`src/rtl/ternary_pkg.sv`:
```
// rtl/ternary_pkg.sv - shared trit encodings, word/request types and invalid-trit helper
package ternary_pkg;

    typedef logic [1:0] trit_t;

    localparam trit_t T_ZERO    = 2'b00;
    localparam trit_t T_POS_ONE = 2'b01;
    localparam trit_t T_NEG_ONE = 2'b10;
    localparam trit_t T_INVALID = 2'b11;

    localparam int TRYTE_W        = 9;
    localparam int DEF_TRIT_WIDTH = 27;
    localparam int DEF_ADDR_BITS  = 8;
    localparam int DEF_TRYTES     = DEF_TRIT_WIDTH / TRYTE_W;
    // Widest word the helper below can screen; narrower words are zero-extended (T_ZERO).
    localparam int MAX_TRITS      = 81;

    typedef trit_t [DEF_TRIT_WIDTH-1:0] word_t;

    typedef struct packed {
        logic [DEF_ADDR_BITS-1:0] addr;
        logic                     we;
        logic [DEF_TRYTES-1:0]    tmask;
        word_t                    wdata;
    } mem_req_t;

    function automatic logic has_invalid_trit(input logic [2*MAX_TRITS-1:0] word);
        logic bad;
        bad = 1'b0;
        for (int i = 0; i < MAX_TRITS; i++) begin
            if (word[2*i +: 2] == T_INVALID) begin
                bad = 1'b1;
            end
        end
        return bad;
    endfunction

endpackage

```
`src/rtl/ternary_tryte_merge.sv`:
```
// rtl/ternary_tryte_merge.sv - per-tryte merge of new and old words with invalid-trit flag
module ternary_tryte_merge
    import ternary_pkg::*;
#(
    parameter int TRIT_WIDTH = DEF_TRIT_WIDTH
) (
    input  trit_t [TRIT_WIDTH-1:0]         new_i,
    input  trit_t [TRIT_WIDTH-1:0]         old_i,
    input  logic  [TRIT_WIDTH/TRYTE_W-1:0] tmask_i,
    output trit_t [TRIT_WIDTH-1:0]         merged_o,
    output logic                           invalid_o
);

    always_comb begin
        merged_o = '0;
        for (int i = 0; i < TRIT_WIDTH; i++) begin
            merged_o[i] = tmask_i[i / TRYTE_W] ? new_i[i] : old_i[i];
        end
    end

    // Preserved trytes are screened too: a corrupt old tryte must not be rewritten silently.
    assign invalid_o = has_invalid_trit((2*MAX_TRITS)'(merged_o));

endmodule

```
`src/rtl/ternary_mem_ctrl.sv`:
```
// rtl/ternary_mem_ctrl.sv - load/store front-end for the ternary SRAM wrapper with tryte RMW
module ternary_mem_ctrl
    import ternary_pkg::*;
#(
    parameter int TRIT_WIDTH = DEF_TRIT_WIDTH,
    parameter int DEPTH      = 256,
    parameter int ADDR_BITS  = DEF_ADDR_BITS,
    parameter int ERRCNT_W   = 16
) (
    input  logic                           clk,
    input  logic                           rst_n,
    input  logic                           req_valid,
    output logic                           req_ready,
    input  logic  [ADDR_BITS-1:0]          req_addr,
    input  logic                           req_we,
    input  logic  [TRIT_WIDTH/TRYTE_W-1:0] req_tmask,
    input  trit_t [TRIT_WIDTH-1:0]         req_wdata,
    output logic                           rsp_valid,
    input  logic                           rsp_ready,
    output trit_t [TRIT_WIDTH-1:0]         rsp_rdata,
    output logic                           rsp_err,
    output logic  [ADDR_BITS-1:0]          mem_addr,
    output logic                           mem_we,
    output logic                           mem_re,
    output logic                           mem_ce,
    output trit_t [TRIT_WIDTH-1:0]         mem_wdata,
    input  trit_t [TRIT_WIDTH-1:0]         mem_rdata,
    output logic  [ERRCNT_W-1:0]           err_count
);

    typedef enum logic [1:0] {IDLE, RD_CAP, RMW_WR} state_e;

    state_e                  state_q, state_d;
    mem_req_t                req_q, req_d;
    logic                    rsp_valid_q, rsp_valid_d;
    logic                    rsp_err_q, rsp_err_d;
    trit_t [TRIT_WIDTH-1:0]  rsp_rdata_q, rsp_rdata_d;
    logic [ERRCNT_W-1:0]     err_count_q, err_count_d;

    logic                    accept;
    logic                    addr_oor;
    logic                    wdata_bad;
    logic                    rdata_bad;
    logic                    merge_bad;
    trit_t [TRIT_WIDTH-1:0]  merged;

    assign req_ready = (state_q == IDLE) && (!rsp_valid_q || rsp_ready);
    assign accept    = req_valid && req_ready;
    assign addr_oor  = 32'(req_addr) >= 32'(DEPTH);
    assign wdata_bad = has_invalid_trit((2*MAX_TRITS)'(req_wdata));
    assign rdata_bad = has_invalid_trit((2*MAX_TRITS)'(mem_rdata));

    ternary_tryte_merge #(.TRIT_WIDTH(TRIT_WIDTH)) u_merge (
        .new_i     (req_q.wdata),
        .old_i     (mem_rdata),
        .tmask_i   (req_q.tmask),
        .merged_o  (merged),
        .invalid_o (merge_bad)
    );

    always_comb begin
        state_d     = state_q;
        req_d       = req_q;
        rsp_valid_d = rsp_valid_q && !rsp_ready;
        rsp_err_d   = rsp_err_q;
        rsp_rdata_d = rsp_rdata_q;
        mem_ce      = 1'b0;
        mem_we      = 1'b0;
        mem_re      = 1'b0;
        mem_addr    = '0;
        mem_wdata   = '0;

        case (state_q)
            IDLE: begin
                if (accept) begin
                    req_d.addr  = req_addr;
                    req_d.we    = req_we;
                    req_d.tmask = req_tmask;
                    req_d.wdata = req_wdata;
                    if (addr_oor) begin
                        rsp_valid_d = 1'b1;
                        rsp_err_d   = 1'b1;
                        rsp_rdata_d = '0;
                    end else if (!req_we) begin
                        mem_ce   = 1'b1;
                        mem_re   = 1'b1;
                        mem_addr = req_addr;
                        state_d  = RD_CAP;
                    end else if (&req_tmask) begin
                        mem_ce      = !wdata_bad;
                        mem_we      = !wdata_bad;
                        mem_addr    = req_addr;
                        mem_wdata   = req_wdata;
                        rsp_valid_d = 1'b1;
                        rsp_err_d   = wdata_bad;
                        rsp_rdata_d = '0;
                    end else if (req_tmask == '0) begin
                        rsp_valid_d = 1'b1;
                        rsp_err_d   = 1'b0;
                        rsp_rdata_d = '0;
                    end else begin
                        // Partial mask: fetch the old word, merge next cycle.
                        mem_ce   = 1'b1;
                        mem_re   = 1'b1;
                        mem_addr = req_addr;
                        state_d  = RMW_WR;
                    end
                end
            end
            RD_CAP: begin
                rsp_valid_d = 1'b1;
                rsp_err_d   = rdata_bad;
                rsp_rdata_d = mem_rdata;
                state_d     = IDLE;
            end
            RMW_WR: begin
                if (!merge_bad && req_q.we) begin
                    mem_ce    = 1'b1;
                    mem_we    = 1'b1;
                    mem_addr  = req_q.addr;
                    mem_wdata = merged;
                end
                rsp_valid_d = 1'b1;
                rsp_err_d   = merge_bad;
                rsp_rdata_d = '0;
                state_d     = IDLE;
            end
            default: state_d = IDLE;
        endcase
    end

    always_comb begin
        err_count_d = err_count_q;
        if (rsp_valid_q && rsp_ready && rsp_err_q && (err_count_q != '1)) begin
            err_count_d = err_count_q + ERRCNT_W'(1);
        end
    end

    always_ff @(posedge clk or negedge rst_n) begin
        if (!rst_n) begin
            state_q     <= IDLE;
            req_q       <= '0;
            rsp_valid_q <= 1'b0;
            rsp_err_q   <= 1'b0;
            rsp_rdata_q <= '0;
            err_count_q <= '0;
        end else begin
            state_q     <= state_d;
            req_q       <= req_d;
            rsp_valid_q <= rsp_valid_d;
            rsp_err_q   <= rsp_err_d;
            rsp_rdata_q <= rsp_rdata_d;
            err_count_q <= err_count_d;
        end
    end

    assign rsp_valid = rsp_valid_q;
    assign rsp_err   = rsp_err_q;
    assign rsp_rdata = rsp_rdata_q;
    assign err_count = err_count_q;

endmodule

```
`config.mk`:
```
export PLATFORM = sky130hd
export DESIGN_NAME = ternary_mem_ctrl
export DESIGN_NICKNAME = d
export VERILOG_FILES = /design/src/rtl/ternary_pkg.sv /design/src/rtl/ternary_tryte_merge.sv /design/src/rtl/ternary_mem_ctrl.sv
export SDC_FILE = /design/constraint.sdc
export NUM_CORES = 1
export LEC_CHECK = 0
export CORE_ASPECT_RATIO = 1.75
export CORE_UTILIZATION = 46
export DETAILED_ROUTE_END_ITERATION = 8
export PLACE_DENSITY = 0.82
export SYNTH_ARGS = -nofsm -noshare
export SYNTH_HDL_FRONTEND = slang
export SYNTH_SLANG_ARGS = --single-unit
export TNS_END_PERCENT = 50
```
`constraint.sdc`:
```
create_clock -name clk -period 2.35 [get_ports clk]
set_input_delay 0.235 -clock clk [delete_from_list [all_inputs] [get_ports clk]]
set_output_delay 0.235 -clock clk [all_outputs]
set_load 0.1 [all_outputs]
```
==> results.sh, run 1 <==
export IMPL_finalHoldViolations=0
export IMPL_path_common_cell="buf_12"
export IMPL_synth_top_area_share_pct=46.2
export IMPL_ir_worst_vdd_mv=0.716
export IMPL_cts_tree="yes"
export IMPL_cap_violations=0
export IMPL_fin_cells=1498
export IMPL_multi_input_area_um2=4530
export IMPL_first_iter_violations=744
export IMPL_syn_cell_area_um2=7590
export IMPL_io_pins=262
export IMPL_required_ns=2.12
export IMPL_grt_pass1_vias=9217
export IMPL_internal_power_mw=7.31
export IMPL_cp_max_fo=9
export IMPL_cp_buffers_inverters=4
export IMPL_cts_buffers=17
export IMPL_post_synth_top_area_cell="dfrtp_1"
export IMPL_synth_common_cells="nand2_1, dfrtp_1, o21ai_0"
export IMPL_grt_max_degree=84
export IMPL_fmax_mhz=295
export IMPL_grt_remaining_overflow=0
export IMPL_fp_dieH_um=172
export IMPL_drive_gt1_share_pct=34.0
export IMPL_synthArstFlopShare_pct=100
export IMPL_antenna_found_initial=1
export IMPL_r2r_cells=14
export IMPL_netlist_top_cells_area="dfrtp_1, nand2_1, mux2i_1"
export IMPL_r2r_slack_ns=-0.85
export IMPL_grtUsageTotal_pct=40.2
export IMPL_area_sequential_um2=3500
export IMPL_r2r_start="req_q[27]"
export IMPL_switching_power_mw=7.01
export IMPL_holdCritPathClass="in -> async"
export IMPL_violations="setup timing"
export IMPL_power_density_nw_per_um2=1050
export IMPL_flow_area_growth_from_synthesis_pct=79.7
export IMPL_cp_start_kind="input port"
export IMPL_worstPathCellList="clkdlybuf4s50_1 > a22oi_2 > mux2i_1 > nor4_2 > nand4_1 > or2_4 > buf_12 > buf_16 > o21ai_4 > buf_12"
export IMPL_drv_slew=0
export IMPL_synth_seq_cells=140
export IMPL_ant_nets=0
export IMPL_via_count=9091
export IMPL_ys_flop_type="dfrtp_1"
export IMPL_comb_power_share_pct=54.0
export IMPL_worst_slack_ns=-1.04
export IMPL_crit_type="in -> out"
export IMPL_switching_share_pct=48.9
export IMPL_p_clk_share_pct=18.8
export IMPL_min_period_over_period_pct=144
export IMPL_ys_seq_area_share_pct=46.2
export IMPL_tns_ns=-64.70
export IMPL_root_buffer="clkbuf_16"
export IMPL_n_fill_cell=800
export IMPL_dr_pass1_iters=7
export IMPL_drt_wl_total_mm=35.4
export IMPL_via_per_inst=6.07
export IMPL_grt_pass1_wl_mm=50.6
export IMPL_slew_headroom_pct=45.5
export IMPL_yosysMostFrequentCell="nand2_1"
export IMPL_synth_edf_count=0
export IMPL_cpPeakStageDelay_ns=0.57
export IMPL_clock_latency_ns=0.43
export IMPL_end_kind="output port"
export IMPL_syn_num_nets=1020
export IMPL_row_count=61
export IMPL_post_place_ws_ns=-0.582
export IMPL_post_route_min_period_ns=3.39
export IMPL_rsz0062_at_grt="true"
export IMPL_setup_worst_path_start="mem_rdata[37]"
export IMPL_rr_endpoint="rsp_err"
export IMPL_p_leak_nw=6.21
export IMPL_dp_cells=1439
export IMPL_yosysWarningCount=0
export IMPL_setup_viol=65
export IMPL_finish_utilization_pct=85.1
export IMPL_htreeDepth=4
export IMPL_clkTransAtPathRegs_ns=0.06
export IMPL_clk_path_buf_depth=2
export IMPL_finalWeightedCongestion=0.970
export IMPL_start_util_pct=47.4
export IMPL_avgSynthCellArea_um2=8.52
export IMPL_seqPwrFrac_pct=27.2
export IMPL_fin_worst_skew_ns=0.0110
export IMPL_die_area_um2=17000
export IMPL_port_buffers=261
export IMPL_synthCells=891
export IMPL_status="finished with violations"
export IMPL_nNetsFinal=1424
export IMPL_clock_sinks=140
export IMPL_wl_per_cell_um=23.7
export IMPL_drcViolationCount=0
export IMPL_cp_arrival_ns=3.16
export IMPL_die_x_um=99.1
export IMPL_core_um2=16000
export IMPL_crit_slowest_cell="nor4_2"
export IMPL_dp_hpwl_mm=24.3
export IMPL_tightest_slew_ns=0.818
export IMPL_cp_top_family="simple AND/OR/NAND/NOR gates"
export IMPL_post_synth_num_cell_types=43
worst max path at each step:
stage | to | slack [ns] | depth (start not counted)
3_3_place_gp | mem_wdata[53] | -0.55 | 10
5_1_grt | mem_addr[5] | -1.04 | 10
2_1_floorplan | mem_addr[2] | -0.24 | 9
6_report | mem_addr[5] | -1.04 | 10
3_5_place_dp | mem_addr[1] | -0.58 | 9
4_1_cts | mem_wdata[3] | -0.60 | 9
through the flow:
| stage | power [mW] | hold WS [ns] | area, µm² |
|---|---|---|---|
| finish | 14.3 | 0.398 | 13600 |
| detailed placement | 10.9 | 0.336 | 12600 |
| global route | 14.7 | 0.419 | 13600 |
| CTS | 13.8 | 0.401 | 13400 |
| floorplan | 8.40 | -0.0606 | 8240 |
| global placement | 10.7 | 0.328 | 12600 |
layout make-up:
type | instances | area share [%]
repair buffers | 441 | 34.8
multi-input cells | 685 | 33.2
flip-flops and latches | 140 | 25.7
clock buffers | 20 | 3.20
well taps | 189 | 1.73
clock inverters | 12 | 1.02
inverters | 10 | 0.275
diodes | 1 | 0.0183
power by group through the flow:
| stage | clock (mW) | combinational (mW) | sequential [mW] |
|---|---|---|---|
| 4_1_cts | 2.68 | 7.28 | 3.80 |
| 5_1_grt | 2.78 | 8.02 | 3.92 |
| 3_3_place_gp | 0 | 6.91 | 3.77 |
| 2_1_floorplan | 0 | 3.24 | 5.17 |
| 6_report | 2.69 | 7.73 | 3.89 |
| 3_5_place_dp | 0 | 7.07 | 3.83 |
cell usage in the layout (no fill, tap or decap), types with 11 or more instances in the layout:
cell type,synthesis,routed
nand2_1,360,360
buf_4,1,222
dfrtp_1,140,139
clkdlybuf4s50_1,0,122
buf_12,0,79
o21ai_0,69,64
o21ai_4,0,62
mux2i_1,57,48
nand3_1,25,23
clkbuf_16,0,19
a22oi_1,22,18
buf_6,9,11
worst reg2reg max path, stage by stage (launching register included):
cell	delay (ns)
dfrtp_1	0.42
a22oi_1	0.33
a21boi_4	0.14
nor4_2	0.57
nand4_1	0.23
buf_4	0.21
buf_6	0.11
buf_6	0.11
buf_6	0.11
buf_6	0.11
buf_6	0.11
buf_6	0.11
buf_6	0.10
a22oi_2	0.29
o31ai_1	0.15
metal layers:
metal | GRT usage (%) | wire length [µm]
met1 | 41.1 | 11100
met2 | 71.0 | 17900
met3 | 8.61 | 3070
met4 | 31.9 | 3380
met5 | 0 | 0
registers in the layout, indices dropped and copies added (netlist names):
name,count
rsp_rdata,54
state_q,2
rsp_valid,1
req_q,66
err_count,16
rsp_err,1
kinds of logic after synthesis:
kind of cell               share of synthesized area (%)
DFF                                                 46.2
muxes                                               8.00
xor gates and xnor gates                            1.73
buffers and inverters                               4.29
and+or+nand+nor                                     22.9
AOI/OAI and AO/OA                                   16.1
adders and majority gates                          0.824
timing repair:
action,4_1_cts,5_1_grt
pin swaps,4,13
resized for setup,12,24
buffers inserted,17,5
gates cloned,2,2
hold buffers,1,0
endpoints found under the hold margin,81,0
setup endpoints to repair,64,66
Note: power is estimated with default switching activity, not from simulation.
==> run 2, diff against run 1 <==
CORE_ASPECT_RATIO = default   (was 1.75)
==> run 2 against run 1 <==
Against the previous run:
- the flow still finishes with violations (setup timing)
- sequential power about the same
- critical endpoint is now mem_addr[6]
- via count increased by 4.8%
- register-to-register slack improved by 0.18 ns
- largest power group unchanged
- count of clock-buffer cells in the layout decreased by 1
- non-clock buffer count increased by 3
- maximum frequency increased by 3.7%
- critical path type is now reg -> out
- global-route usage increased by 1.0 points
==> results.sh, run 2 (synthesized netlist as in run 1, its figures left out) <==
export IMPL_fmax_mhz=306
export IMPL_fin_worst_skew_ns=0.00854
export IMPL_area_sequential_um2=3500
export IMPL_end_kind="output port"
export IMPL_finalWeightedCongestion=0.975
export IMPL_grt_pass1_vias=8973
export IMPL_wl_per_cell_um=25.3
export IMPL_port_buffers=261
export IMPL_cp_max_fo=12
export IMPL_ant_nets=0
export IMPL_diodes=0
export IMPL_cts_buffers=17
export IMPL_multi_input_area_um2=4490
export IMPL_power_density_nw_per_um2=1070
export IMPL_min_period_over_period_pct=139
export IMPL_io_pins=262
export IMPL_clock_sinks=140
export IMPL_clk_path_buf_depth=2
export IMPL_drt_wl_total_mm=38.7
export IMPL_clock_latency_ns=0.43
export IMPL_dp_cells=1473
export IMPL_grt_max_degree=59
export IMPL_via_count=9527
export IMPL_cp_arrival_ns=3.03
export IMPL_htreeDepth=4
export IMPL_row_count=46
export IMPL_cap_violations=0
export IMPL_die_area_um2=17000
export IMPL_crit_type="reg -> out"
export IMPL_layout_commonest_cell="nand2_1"
export IMPL_grtUsageTotal_pct=41.3
export IMPL_tightest_slew_ns=0.674
export IMPL_violations="setup timing"
export IMPL_root_buffer="clkbuf_16"
export IMPL_first_iter_violations=1610
export IMPL_regMostFlops="req_q"
export IMPL_dp_hpwl_mm=23.5
export IMPL_final_area_um2=13600
export IMPL_drv_slew=0
export IMPL_layout_common_cells="nand2_1, buf_4, dfrtp_1"
export IMPL_grt_pass1_wl_mm=51.3
export IMPL_dr_pass1_iters=9
export IMPL_drcViolationCount=0
export IMPL_p_leak_nw=6.20
export IMPL_start_util_pct=47.4
export IMPL_finish_utilization_pct=85.1
export IMPL_nNetsFinal=1428
export IMPL_whs_ns=0.339
export IMPL_core_um2=16000
export IMPL_post_route_min_period_ns=3.27
export IMPL_post_place_ws_ns=-0.553
export IMPL_die_x_um=130
export IMPL_drive_gt1_share_pct=33.9
export IMPL_n_fill_cell=736
export IMPL_setup_viol=65
export IMPL_via_per_inst=6.23
export IMPL_placed_area_um2=12700
export IMPL_finalHoldViolations=0
export IMPL_fp_dieH_um=130
export IMPL_holdCritPathClass="in -> async"
export IMPL_cts_tree="yes"
export IMPL_largest_reg_flops=66
export IMPL_worst_slack_ns=-0.919
export IMPL_cp_start_kind="flip-flop"
export IMPL_rsz0062_at_grt="true"
export IMPL_fin_cells=1528
export IMPL_tns_ns=-56.12
export IMPL_required_ns=2.12
export IMPL_grt_remaining_overflow=0
export IMPL_status="finished with violations"
export IMPL_flow_area_growth_from_synthesis_pct=79.3
export IMPL_antenna_found_initial=0
export IMPL_power_mw=14.6
export IMPL_slew_headroom_pct=53.8
export IMPL_ir_worst_vdd_mv=0.863
export IMPL_clkTransAtPathRegs_ns=0.07
[run 2: critical path: stages, from the launching register on]
cell and delay, ns:
dfrtp_1 0.42, buf_6 0.19, mux2i_4 0.40, o22ai_1 0.13, nor4_2 0.25, nand4_1 0.22, or2_4 0.39, buf_12 0.19
o21ai_4 0.19, buf_12 0.20
[run 2: layer usage]
metal  GRT usage, %  vias up  part of all wire [%]
met4           25.4        0                   8.9
met5              0        -                     0
li1               -     3840                     -
met3           13.9      314                    14
met1           49.2     4450                    34
met2           64.7      923                    44
[run 2: cell type report]
class / instances / area share (%)
Timing Repair Buffer: 444 / 34.7
Multi-Input combinational cell: 686 / 33.0
Inverter: 10 / 0.276
Clock buffer: 19 / 3.25
Sequential cell: 140 / 25.7
Clock inverter: 13 / 0.974
Tap cell: 216 / 1.99
[run 2: worst paths after layout]
kind	slack [ns]	cells after the start	to	start
max	-0.92	9	mem_addr[6]	req_q[54]
min	0.34	2	err_count[4]	rst_n
max reg2reg	-0.67	16	rsp_err	req_q[54]
min reg2reg	0.48	2	rsp_rdata[46]	rsp_rdata[46]
max in group asynchronous	1.24	3	req_q[39]	rst_n
min in group clk	0.40	3	req_q[61]	req_addr[3]
[run 2: what timing repair did]
| action | 4_1_cts | 5_1_grt |
|---|---|---|
| buffers inserted | 15 | 4 |
| gates resized for setup | 8 | 16 |
| hold endpoints to repair | 55 | 0 |
| setup endpoints to repair | 64 | 65 |
| gates cloned | 1 | 3 |
| pin swaps | 4 | 9 |
| hold buffers | 1 | 0 |
[run 2: report_power, final]
part / total, mW / internal, mW / switching [mW]
clock network: 2.69 / 1.51 / 1.18
registers: 3.90 / 3.19 / 0.709
logic: 7.97 / 2.62 / 5.35
total: 14.6 / 7.31 / 7.24
